<file path="src/rtl/pal_cfg_loader.sv">
// pal_cfg_loader: streams an NW-word bitstream MSB-first into a PAL configuration shift chain.
// Define PAL_CFG_LOADER_CRC_EN to add a CRC-8 (poly 0x07) over the shifted bits on chk_o.
module pal_cfg_loader #(
   parameter int unsigned N = 8,
   parameter int unsigned M = 8,
   parameter int unsigned P = 8,
   parameter int unsigned W = 8
) (
   input  logic         clk_i,
   input  logic         rst_ni,
   input  logic         start_i,
   input  logic         abort_i,
   input  logic [W-1:0] word_data_i,
   input  logic         word_valid_i,
   output logic         word_ready_o,
   output logic         cfg_o,
   output logic         shift_en_o,
   output logic         busy_o,
   output logic         done_o,
   output logic [7:0]   chk_o
);

   localparam int unsigned SrLen    = 2 * N * P + P * M;
   localparam int unsigned NumWords = (SrLen + W - 1) / W;
   localparam int unsigned LastBits = SrLen - (NumWords - 1) * W;
   localparam int unsigned BcW      = $clog2(W + 1);
   localparam int unsigned WcW      = (NumWords > 1) ? $clog2(NumWords) : 1;

   typedef enum logic [1:0] {StIdle, StLoad, StShift, StFin} state_e;

   state_e         state_q;
   logic [W-1:0]   word_q;
   logic [BcW-1:0] bit_cnt_q;
   logic [WcW-1:0] word_cnt_q;
   logic           cfg_q;
   logic           shift_en_q;
   logic           busy_q;
   logic           done_q;
   logic           last_word;

   assign last_word = (word_cnt_q == WcW'(NumWords - 1));

   always_ff @(posedge clk_i or negedge rst_ni) begin
      if (!rst_ni) begin
         state_q    <= StIdle;
         word_q     <= '0;
         bit_cnt_q  <= '0;
         word_cnt_q <= '0;
         cfg_q      <= 1'b0;
         shift_en_q <= 1'b0;
         busy_q     <= 1'b0;
         done_q     <= 1'b0;
      end else if (abort_i && (state_q != StIdle)) begin
         // Abort wins over word acceptance and shift completion; done_q was cleared at start.
         state_q    <= StIdle;
         word_q     <= '0;
         bit_cnt_q  <= '0;
         cfg_q      <= 1'b0;
         shift_en_q <= 1'b0;
         busy_q     <= 1'b0;
      end else begin
         unique case (state_q)
            StIdle: begin
               if (start_i) begin
                  state_q    <= StLoad;
                  word_cnt_q <= '0;
                  done_q     <= 1'b0;
                  busy_q     <= 1'b1;
               end
            end
            StLoad: begin
               if (word_valid_i) begin
                  state_q    <= StShift;
                  cfg_q      <= word_data_i[W-1];
                  word_q     <= word_data_i << 1;
                  shift_en_q <= 1'b1;
                  bit_cnt_q  <= last_word ? BcW'(LastBits) : BcW'(W);
               end
            end
            StShift: begin
               if (bit_cnt_q == BcW'(1)) begin
                  cfg_q      <= 1'b0;
                  shift_en_q <= 1'b0;
                  if (last_word) begin
                     state_q <= StFin;
                  end else begin
                     word_cnt_q <= word_cnt_q + 1'b1;
                     state_q    <= StLoad;
                  end
               end else begin
                  bit_cnt_q <= bit_cnt_q - 1'b1;
                  cfg_q     <= word_q[W-1];
                  word_q    <= word_q << 1;
               end
            end
            StFin: begin
               state_q <= StIdle;
               busy_q  <= 1'b0;
               done_q  <= 1'b1;
            end
         endcase
      end
   end

   assign word_ready_o = (state_q == StLoad);
   assign cfg_o        = cfg_q;
   assign shift_en_o   = shift_en_q;
   assign busy_o       = busy_q;
   assign done_o       = done_q;

`ifdef PAL_CFG_LOADER_CRC_EN
   logic [7:0] chk_q;
   logic [7:0] chk_d;

   always_comb begin
      chk_d = {chk_q[6:0], 1'b0} ^ ((chk_q[7] ^ cfg_q) ? 8'h07 : 8'h00);
   end

   // Every bit presented with shift_en_o high enters the PAL chain, so it enters the CRC too.
   always_ff @(posedge clk_i or negedge rst_ni) begin
      if (!rst_ni) begin
         chk_q <= 8'h00;
      end else if ((state_q == StIdle) && start_i) begin
         chk_q <= 8'h00;
      end else if (shift_en_q) begin
         chk_q <= chk_d;
      end
   end

   assign chk_o = chk_q;
`else
   assign chk_o = 8'h00;
`endif

endmodule

</file>
<file path="config.mk">
export PLATFORM = sky130hd
export DESIGN_NAME = pal_cfg_loader
export DESIGN_NICKNAME = d
export VERILOG_FILES = /design/src/rtl/pal_cfg_loader.sv
export SDC_FILE = /design/constraint.sdc
export NUM_CORES = 1
export LEC_CHECK = 0
export CORE_ASPECT_RATIO = 0.9
export CORE_MARGIN = 2
export CORE_UTILIZATION = 50
export DETAILED_ROUTE_END_ITERATION = 7
export PLACE_DENSITY = 0.88
export SETUP_SLACK_MARGIN = 0.15
export SYNTH_ARGS = -nofsm -noshare
export SYNTH_HDL_FRONTEND = slang
export SYNTH_SLANG_ARGS = --single-unit
</file>
<file path="constraint.sdc">
create_clock -name clk_i -period 3 [get_ports clk_i]
set_clock_uncertainty 0.2 [all_clocks]
set_input_delay 0.75 -clock clk_i [delete_from_list [all_inputs] [get_ports clk_i]]
set_output_delay 0.75 -clock clk_i [all_outputs]
set_load 0.02 [all_outputs]
</file>
Yosys cells after proc, flatten, opt, wreduce, memory -nomap -nowiden
Index checks and enable logic that the tools add are counted.
{"block": "classes", "n_eq_ne": 12, "add_sub_neg": 2, "n_mux": 31, "n_bitwise": 1, "reduce_logical": 14}
{"cell": "8-bit two-way mux", "count": 3}
{"cell": "8-bit one-hot mux with 2 select lines", "count": 1}
{"cell": "5-bit two-way mux", "count": 3}
{"cell": "4-bit two-way mux", "count": 3}
{"cell": "3-bit AND reduction", "count": 4}
{"cell": "2-bit two-way mux", "count": 5}
{"cell": "5-bit one-hot mux with 2 select lines", "count": 1}
{"cell": "1-bit two-way mux", "count": 9}
{"cell": "3-bit inequality test, second input constant", "count": 3}
{"cell": "1-bit one-hot mux with 2 select lines", "count": 4}
{"cell": "2-bit one-hot mux with 4 select lines", "count": 1}
{"cell": "4-bit one-hot mux with 2 select lines", "count": 1}
{"cell": "2-bit inequality test, second input constant", "count": 3}
{"cell": "2-bit nonzero test", "count": 3}
{"cell": "3-bit nonzero test", "count": 2}
{"cell": "5-bit by 1-bit adder with 5-bit output, second input constant", "count": 1}
{"cell": "5-bit == test, second input constant", "count": 1}
{"cell": "5-bit AND reduction", "count": 1}
{"cell": "2-bit == test, second input constant", "count": 2}
{"cell": "4-bit by 1-bit == test with 1-bit output, second input constant", "count": 1}
{"cell": "2-bit AND reduction", "count": 2}
{"cell": "4-bit by 1-bit subtractor with 4-bit output, second input constant", "count": 1}
{"cell": "3-bit by 2-bit inequality test with 1-bit output, second input constant", "count": 1}
{"cell": "2-bit by 1-bit == test with 1-bit output, second input constant", "count": 1}
{"cell": "other kinds (3)", "count": 3}
{"block": "totals", "register_bits": 23, "word_cells": 68}

Depth between registers and ports, before layout
Gate-level depths: netlist of the first run.
{"block": "depth", "word_depth": 5, "ltp_mapped": 8, "mapped_depth_nobuf": 6}

Worst setup path after synthesis of the first run
No wires, ideal clock.
{"block": "synth_timing", "path_kind": "input to register", "startpoint": "in abort_i", "endpoint": "reg bit_cnt_q[3]", "stages": 5, "setup_time_ns": 0.125, "path_slack_ns": 0.750, "arrival_time_ns": 1.925, "path_buffers": 1, "path_cell_list": "and2_1 o32ai_2 o21bai_1 buf_2 mux2_2"}
{"block": "synth_between", "elab_chain_cells": 3}
{"element": "start: declaration", "line_no": "12", "source": "input logic abort_i,"}
{"element": "1-bit logical AND *", "line_no": "53", "source": "end else if (abort_i && (state_q != StIdle)) begin"}
{"element": "3-bit inequality test (no source line), or another cell as far along"}
{"element": "3-bit AND reduction (no source line)"}
{"element": "end signal: assignment", "line_no": "77", "source": "bit_cnt_q <= last_word ? BcW'(LastBits) : BcW'(W);"}
{"element": "end signal: assignment", "line_no": "91", "source": "bit_cnt_q <= bit_cnt_q - 1'b1;"}
{"element": "end: declaration", "line_no": "33", "source": "logic [BcW-1:0] bit_cnt_q;"}
Every way passes the cells marked *; elsewhere a longest branch is shown, timed or not.
A chain may end at the register's enable or synchronous reset.

Final worst setup path of the first run
{"block": "layout_timing", "startpoint": "reg state_q[1]", "endpoint": "out word_ready_o"}
{"block": "layout_between", "elab_chain_cells": 1}
{"element": "start: declaration", "line_no": "31", "source": "state_e state_q;"}
{"element": "start signal: assignment", "line_no": "45", "source": "state_q <= StIdle;"}
{"element": "start signal: assignment", "line_no": "55", "source": "state_q <= StIdle;"}
{"element": "start signal: assignment", "line_no": "65", "source": "state_q <= StLoad;"}
{"element": "2-bit by 1-bit == test with 1-bit output", "line_no": "105", "source": "assign word_ready_o = (state_q == StLoad);"}
{"element": "end: declaration", "line_no": "15", "source": "output logic word_ready_o,"}
No other way between the ends.

==> results of run 1 <==
cell type report:
cell class              count  area (µm²)  area share
clock inverters             1        30.0      0.0180
well taps                  40        50.0      0.0300
repair buffers             23         215       0.129
inverters                   8        30.0      0.0180
flip-flops and latches     22         551       0.330
multi-input cells         101         772       0.462
clock buffers               3        22.5      0.0135
routing by layer:
layer,vias up,part of all wire
li1,502,-
met1,529,0.43
met2,20,0.53
met3,0,0.038
met4,0,0
met5,-,0
cells in the mapped netlist (all sizes together) (3+ instances only):
| library cell | number |
|---|---|
| mux2i | 9 |
| a21oi | 3 |
| nor2 | 11 |
| nand2 | 8 |
| nand2b | 3 |
| dfrtp | 22 |
| nor2b | 3 |
| ha | 8 |
| buf | 14 |
| a21o | 4 |
| nand3 | 3 |
| inv | 8 |
| mux2 | 10 |
path summary, 6_finish.rpt:
check,to,slack (ns),cells after the start
min in group asynchronous,word_cnt_q[4],0.57,2
worst max register to register,word_q[2],0.40,6
worst min-delay path,word_q[1],0.29,1
worst min register to register,word_q[1],0.29,1
worst max-delay path,word_ready_o,0.29,3
max in group asynchronous,done_o,1.81,2
registers in the layout, summed over array words and instances, names as in the netlist:
| register | flops |
|---|---|
| done_o | 1 |
| state_q | 2 |
| word_q | 7 |
| busy_o | 1 |
| bit_cnt_q | 4 |
| word_cnt_q | 5 |
| shift_en_o | 1 |
| cfg_o | 1 |
cells by family (layout without fill, tap and decap cells):
kind of cell	count (synthesis)	count (layout)	synth area share
fa+ha+maj	8	8	0.0699
mux	19	19	0.144
compound gates	26	26	0.157
buf+inv	22	35	0.0944
simple gates	39	39	0.141
xor+xnor	1	1	0.00612
flops	22	22	0.385
other cells	1	8	0.00262
where the power goes:
group	total [mW]	switching [mW]	internal [mW]
clock network	0.229	0.0935	0.135
registers	0.493	0.0862	0.407
logic	0.802	0.397	0.405
total	1.52	0.577	0.947
worst max-delay path, stage by stage, from the launching register on:
cell	delay, ns
sky130_fd_sc_hd__dfrtp_1	0.50
sky130_fd_sc_hd__inv_1	0.15
sky130_fd_sc_hd__ha_1	0.19
sky130_fd_sc_hd__clkdlybuf4s50_1	0.61
stage by stage:
step	instance area [µm²]	hold WS (ns)	setup WS, ns	utilization	instances
floorplan	1460	0.250	0.750	-	145
global placement	1620	0.268	0.166	0.594	194
detailed placement	1620	0.266	0.0407	0.594	194
CTS	1670	0.296	0.293	0.613	198
global route	1670	0.307	0.216	0.613	198
finish	1670	0.290	0.293	0.613	198
==> run metrics, run 1 <==
height of the chip 54.8 µm; number of global-route vias before repair 1102; startpoint of the worst register-to-register path state_q[1]; number of search-and-repair iterations in the first detailed-routing pass 4; number of buffers inserted by port buffering 17; share of the cycle needed by the critical path after routing 0.902; detailed-route wire length per cell 14.1 µm; Final Slew Violations 0; GR Layer Usage met1 0.211; total negative slack 0 ns; clock-pin slew on the worst setup and hold paths 0.12 ns; # rows 18; vias after detailed routing 1051; Max-slew headroom 0.439; cells after synthesis 138; Yosys cell types 43; layout cell share with drive strength beyond 1 0.177; post-CTS sizing 0; Clock Tree Root sky130_fd_sc_hd__clkbuf_4; minimum clock period 2.71 ns; flops & latches, synth 22; First DRT Iteration DRCs 28; mapped cell area 0.00143 mm²; total design power 1.52 mW; final setup violation count 0; result of the run finished, final reports clean; post-route antenna net violation count 0; area of the core region 0.00273 mm²; pin count of the biggest net entering global routing 23; global-route wire length before repair 4750 µm; start point of the worst min-delay path word_q[1]; sequential cell area fraction in the yosys report 0.385; number of enable-type register cells in the synthesized netlist 0; total leakage power 0.753 nW; post-synthesis cell type with the largest combined area sky130_fd_sc_hd__dfrtp_1; number of buffers inserted by hold repair at cts 0; count of nets after finishing 180; total of fill cells in the finished design 233; Worst IR Drop VDD 0.494 mV; crit path capture type primary output; final routed wirelength across all metal layers 2790 µm; number of placed I/O pins 26; Worst Path Required 2.05 ns; power density of the placed cells 912 mW/mm²; width of the chip 60.4 µm; Yosys top cell area share 0.385; number of antenna violations at the first check in global routing 0; initial cell density of the core 0.525; Remaining Overflow, GRT 0; TritonCTS Buffers 3; Async SR Flop Fraction 1.00; Tightest Pin Transition 0.839 ns; area enclosed by the die boundary 0.00331 mm²; number of buffers between clock root and the deepest sink 2; Yosys warning count 0; Inserted Diodes 0; total routing resource utilization after global routing 0.198; commonest cells after routing, fill and taps aside sky130_fd_sc_hd__dfrtp_1, sky130_fd_sc_hd__clkdlybuf4s50_1, sky130_fd_sc_hd__nor2_1, sky130_fd_sc_hd__mux2i_1, sky130_fd_sc_hd__mux2_2; via/cell ratio 5.31; Min-Delay Path Class flip-flop to flip-flop; most frequently used flop master after synthesis sky130_fd_sc_hd__dfrtp_1; detailed-route DRC error count 0; Final Hold Vio Count 0; commonest non-fill, non-tap cell in the layout sky130_fd_sc_hd__dfrtp_1; count of H-tree levels built during CTS 1; Crit Path Max Fanout 8; number of buffers added for setup after CTS 0; clk sinks 22; synthesized area divided by synthesized cell count 10.4 µm²; peak clock frequency supported by timing 0.369 GHz; Routability Congestion 0.818; critical path type flip-flop to primary output; met2 layer usage reported by global route 0.397; dominant cells by area after synthesis sky130_fd_sc_hd__dfrtp_1, sky130_fd_sc_hd__mux2_2, sky130_fd_sc_hd__ha_1, sky130_fd_sc_hd__mux2i_1, sky130_fd_sc_hd__buf_4; unrepaired setup endpoints after global routing no; clock latency at the later pin of the worst-skew pair 0.31 ns; GR Layer Usage met3 0.0591; arrival time of data at the critical path endpoint 1.76 ns; CTS tree built; maxcap violations 0; busiest layer in global routing met2; nature of the critical path startpoint flip-flop; Synth-to-Final Area Change 16.7%; Post-DP HPWL 2150 µm; CP Launch Point state_q[1]
Note: power is estimated with default switching activity, not from simulation.
==> inputs of run 2 (changes only) <==
CTS_BUF_LIST = sky130_fd_sc_hd__clkbuf_16   (was default)
RECOVER_POWER = 25   (was default)
clock period = 2.8 ns   (was 3 ns; I/O delays follow)
==> run 2 against run 1 <==
Against the previous run:
- cell count grew 1.0%
- non-clock buffer count grew 2
- hold slack worse by 0.0094 ns
- critical path depth up 3
==> run metrics, run 2 (synthesis results as in run 1) <==
Final Hold Vio Count 0; clock-pin slew on the worst setup and hold paths 0.06 ns; Synth-to-Final Area Change 21.6%; final-layout worst hold slack 0.281 ns; layout cell share with drive strength beyond 1 0.188; setup slack of the most critical reg-to-reg path 0.32 ns; minimum clock period 2.48 ns; via/cell ratio 5.40; area of the multi-input gates 776 µm²; worst hold path stage count 1; total placed cells including tap cells 196; peak clock frequency supported by timing 0.403 GHz; Worst Path Required 2.74 ns; number of flip-flops in the largest register 7; pin count of the biggest net entering global routing 23; commonest cells after routing, fill and taps aside sky130_fd_sc_hd__dfrtp_1, sky130_fd_sc_hd__clkdlybuf4s50_1, sky130_fd_sc_hd__nor2_1, sky130_fd_sc_hd__mux2i_1, sky130_fd_sc_hd__mux2_2; Crit Path Max Fanout 9; nature of the critical path startpoint flip-flop; detailed-route DRC error count 0; register bank with the most flops word_q; Inserted Diodes 0; total leakage power 0.796 nW; result of the run finished, final reports clean; count of H-tree levels built during CTS 1; clk sinks 22; clock latency at the later pin of the worst-skew pair 0.26 ns; Post-DP HPWL 2200 µm; crit path capture type flip-flop; final setup violation count 0; number of buffers inserted by port buffering 17; # rows 18; share of the cycle needed by the critical path after routing 0.886; total routing resource utilization after global routing 0.205; vias after detailed routing 1079; Final Slew Violations 0; count of nets after finishing 182; Remaining Overflow, GRT 0; maxcap violations 0; Tightest Pin Transition 1.20 ns; detailed-route wire length per cell 14.4 µm; global-route wire length before repair 5040 µm; number of search-and-repair iterations in the first detailed-routing pass 4; First DRT Iteration DRCs 39; Max-slew headroom 0.198; initial cell density of the core 0.525; commonest non-fill, non-tap cell in the layout sky130_fd_sc_hd__dfrtp_1; CP cell instances inv_1 > ha_1 > or3b_1 > a22o_4 > a21o_4 > mux2_4; number of global-route vias before repair 1100; width of the chip 60.4 µm; number of antenna violations at the first check in global routing 0; critical path type flip-flop to flip-flop; area enclosed by the die boundary 0.00331 mm²; number of buffers between clock root and the deepest sink 2; post-layout instance count excluding filler cells 200; FF-to-FF path depth 6; CTS tree built; sequential cell area 551 µm²; unrepaired setup endpoints after global routing no; TritonCTS Buffers 3; post-route antenna net violation count 0; arrival time of data at the critical path endpoint 2.42 ns; height of the chip 54.8 µm; total of fill cells in the finished design 221; number of buffers inserted by hold repair at cts 0; Worst IR Drop VDD 0.610 mV; Min-Delay Path Class flip-flop to flip-flop; Top Registers word_q (7), word_cnt_q (5), bit_cnt_q (4); final routed wirelength across all metal layers 2890 µm; power density of the placed cells 1040 mW/mm²; Routability Congestion 0.850; peak per-stage delay on the critical path 0.45 ns; area of the core region 0.00273 mm²; CP max-delay cell sky130_fd_sc_hd__dfrtp_1; number of placed I/O pins 26; Clock Tree Root sky130_fd_sc_hd__clkbuf_16
[run 2: final timing paths]
check,start,to
min,word_q[1],word_q[1]
max,state_q[0],word_cnt_q[0]
min in group asynchronous,rst_ni,bit_cnt_q[2]
min reg2reg,word_q[1],word_q[1]
max in group asynchronous,rst_ni,busy_o
max reg2reg,state_q[0],word_cnt_q[0]
[run 2: per-stage QoR]
stage / setup slack (ns) / cell area [µm²] / TNS [ns] / total power, mW / utilization
6_report: 0.318 / 1740 / 0 / 1.80 / 0.639
3_3_place_gp: 0.0477 / 1630 / 0 / 1.34 / 0.599
4_1_cts: 0.209 / 1740 / 0 / 1.81 / 0.639
3_5_place_dp: -0.0801 / 1630 / -0.507 / 1.40 / 0.599
5_1_grt: 0.188 / 1740 / 0 / 1.93 / 0.639
2_1_floorplan: 0.578 / 1460 / 0 / 1.16 / -
[run 2: worst max-delay path, delay by kind of cell, from the launching register on]
family / cells / cell delay [ns]
AO/OA/AOI/OAI: 2 / 0.47
flip-flops: 1 / 0.45
AND/OR/NAND/NOR: 1 / 0.41
adder cells (fa/ha/maj): 1 / 0.39
multiplexers: 1 / 0.30
buffers and inverters: 1 / 0.15
[run 2: power by group]
part           internal, mW  switching, mW  leakage [nW]
Combinational         0.438          0.433         0.463
Clock                 0.284          0.118        0.0511
Sequential            0.438         0.0935         0.282
[run 2: area by class of cell]
cell class,count,area share
multi-input cells,101,0.446
flip-flops and latches,22,0.316
repair buffers,25,0.132
clock buffers,3,0.0431
well taps,40,0.0288
clock inverters,1,0.0173
inverters,8,0.0173
[run 2: metal layers]
| metal | part of all wire | wire, µm | track usage |
|---|---|---|---|
| met5 | 0 | 0 | 0 |
| met4 | 0 | 0 | 0.0556 |
| met3 | 0.027 | 78 | 0.0165 |
| met2 | 0.52 | 1500 | 0.355 |
| met1 | 0.45 | 1310 | 0.278 |
[run 2: repair_timing]
item / in CTS / in global routing
resized for setup: 1 / 1
pin swaps: 0 / 0
setup buffers: 0 / 0
endpoints found under the setup margin: 5 / 1
==> inputs of run 3 (changes only) <==
MAX_ROUTING_LAYER = met4   (was default)
==> run 3 against run 2 <==
Against the previous run:
- power hardly changed
- routed wire length is 0.10% higher
- critical path type unchanged
- sequential share of layout area stayed put
- cell count stayed put
- largest power group unchanged
- sequential power hardly changed
==> run metrics, run 3 (synthesis results as in run 1) <==
number of flip-flops in the largest register 7; final routed wirelength across all metal layers 2890 µm; Routability Congestion 0.863; total negative slack 0 ns; clk sinks 22; count of H-tree levels built during CTS 1; Tightest Pin Transition 1.20 ns; Worst Path Required 2.74 ns; peak clock frequency supported by timing 0.403 GHz; Clock Tree Root sky130_fd_sc_hd__clkbuf_16; commonest non-fill, non-tap cell in the layout sky130_fd_sc_hd__dfrtp_1; share of the cycle needed by the critical path after routing 0.886; detailed-route wire length per cell 14.5 µm; detailed-route DRC error count 0; Inserted Diodes 0; Min-Delay Path Class flip-flop to flip-flop; pin count of the biggest net entering global routing 23; unrepaired setup endpoints after global routing no; number of placed I/O pins 26; Synth-to-Final Area Change 21.6%; post-route antenna net violation count 0; count of nets after finishing 182; nature of the critical path startpoint flip-flop; critical path type flip-flop to flip-flop; crit path capture type flip-flop; total design power 1.80 mW; number of global-route vias before repair 1105; global-route wire length before repair 5050 µm; number of buffers between clock root and the deepest sink 2; clock latency at the later pin of the worst-skew pair 0.26 ns; Final Slew Violations 0; maxcap violations 0; TritonCTS Buffers 3; vias after detailed routing 1091; power density of the placed cells 1040 mW/mm²; initial cell density of the core 0.525; total routing resource utilization after global routing 0.211; Worst IR Drop VDD 0.609 mV; minimum clock period 2.48 ns; result of the run finished, final reports clean; width of the chip 60.4 µm; Final Hold Vio Count 0; Crit Path Max Fanout 9; number of antenna violations at the first check in global routing 0; final setup violation count 0; number of buffers added for setup after CTS 0; total leakage power 0.796 nW; area enclosed by the die boundary 0.00331 mm²; First DRT Iteration DRCs 55; arrival time of data at the critical path endpoint 2.42 ns; number of buffers inserted by port buffering 17; area of the core region 0.00273 mm²; CTS tree built; height of the chip 54.8 µm; Max-slew headroom 0.198; via/cell ratio 5.46; clock-pin slew on the worst setup and hold paths 0.06 ns; register bank with the most flops word_q; layout cell share with drive strength beyond 1 0.188; commonest cells after routing, fill and taps aside sky130_fd_sc_hd__dfrtp_1, sky130_fd_sc_hd__clkdlybuf4s50_1, sky130_fd_sc_hd__nor2_1, sky130_fd_sc_hd__mux2i_1, sky130_fd_sc_hd__mux2_2; Post-DP HPWL 2200 µm; # rows 18; Remaining Overflow, GRT 0; Top Registers word_q (7), word_cnt_q (5), bit_cnt_q (4); number of search-and-repair iterations in the first detailed-routing pass 4; number of buffers inserted by hold repair at cts 0
## run 3: metrics by stage
step,util,worst slack [ns],hold slack [ns],area [µm²],cells
finish,0.639,0.318,0.281,1740,200
global route,0.639,0.188,0.296,1740,200
CTS,0.639,0.209,0.284,1740,200
detailed placement,0.599,-0.0801,0.271,1630,196
global placement,0.599,0.0477,0.269,1630,196
floorplan,-,0.578,0.204,1460,145
## run 3: final cells by class
cell class	count	area, µm²
well taps	40	50.0
multi-input cells	101	776
clock buffers	3	75.1
flip-flops and latches	22	551
repair buffers	25	229
clock inverters	1	30.0
inverters	8	30.0
fillers	221	985
## run 3: repair_timing
item | 4_1_cts | 5_1_grt
resized for setup | 1 | 1
endpoints found under the setup margin | 5 | 1
pin swaps | 0 | 0
## run 3: path summary, 6_finish.rpt
kind / endpoint / slack (ns) / start / cells past startpoint
max reg2reg: word_cnt_q[0] / 0.32 / state_q[0] / 6
min in group asynchronous: state_q[1] / 1.01 / rst_ni / 2
max in group asynchronous: busy_o / 0.67 / rst_ni / 2
max: word_cnt_q[0] / 0.32 / state_q[0] / 6
min: word_q[1] / 0.28 / word_q[1] / 1
min reg2reg: word_q[1] / 0.28 / word_q[1] / 1
## run 3: power by group
part	total, mW	internal, mW	switching [mW]
logic	0.870	0.438	0.432
clock network	0.401	0.284	0.117
registers	0.531	0.438	0.0935
total	1.80	1.16	0.642
## run 3: worst max-delay path, cell delays in order (launching register included)
cell,delay [ns]
sky130_fd_sc_hd__dfrtp_1,0.45
sky130_fd_sc_hd__inv_1,0.15
sky130_fd_sc_hd__ha_1,0.39
sky130_fd_sc_hd__or3b_1,0.41
sky130_fd_sc_hd__a22o_4,0.26
sky130_fd_sc_hd__a21o_4,0.21
sky130_fd_sc_hd__mux2_4,0.30
## run 3: per-layer routing
metal,up-vias,share of wire,GRT usage
li1,515,-,-
met1,548,0.44,0.275
met4,0,0.0014,0.0556
met3,2,0.033,0.0165
met2,26,0.52,0.357
met5,-,0,-
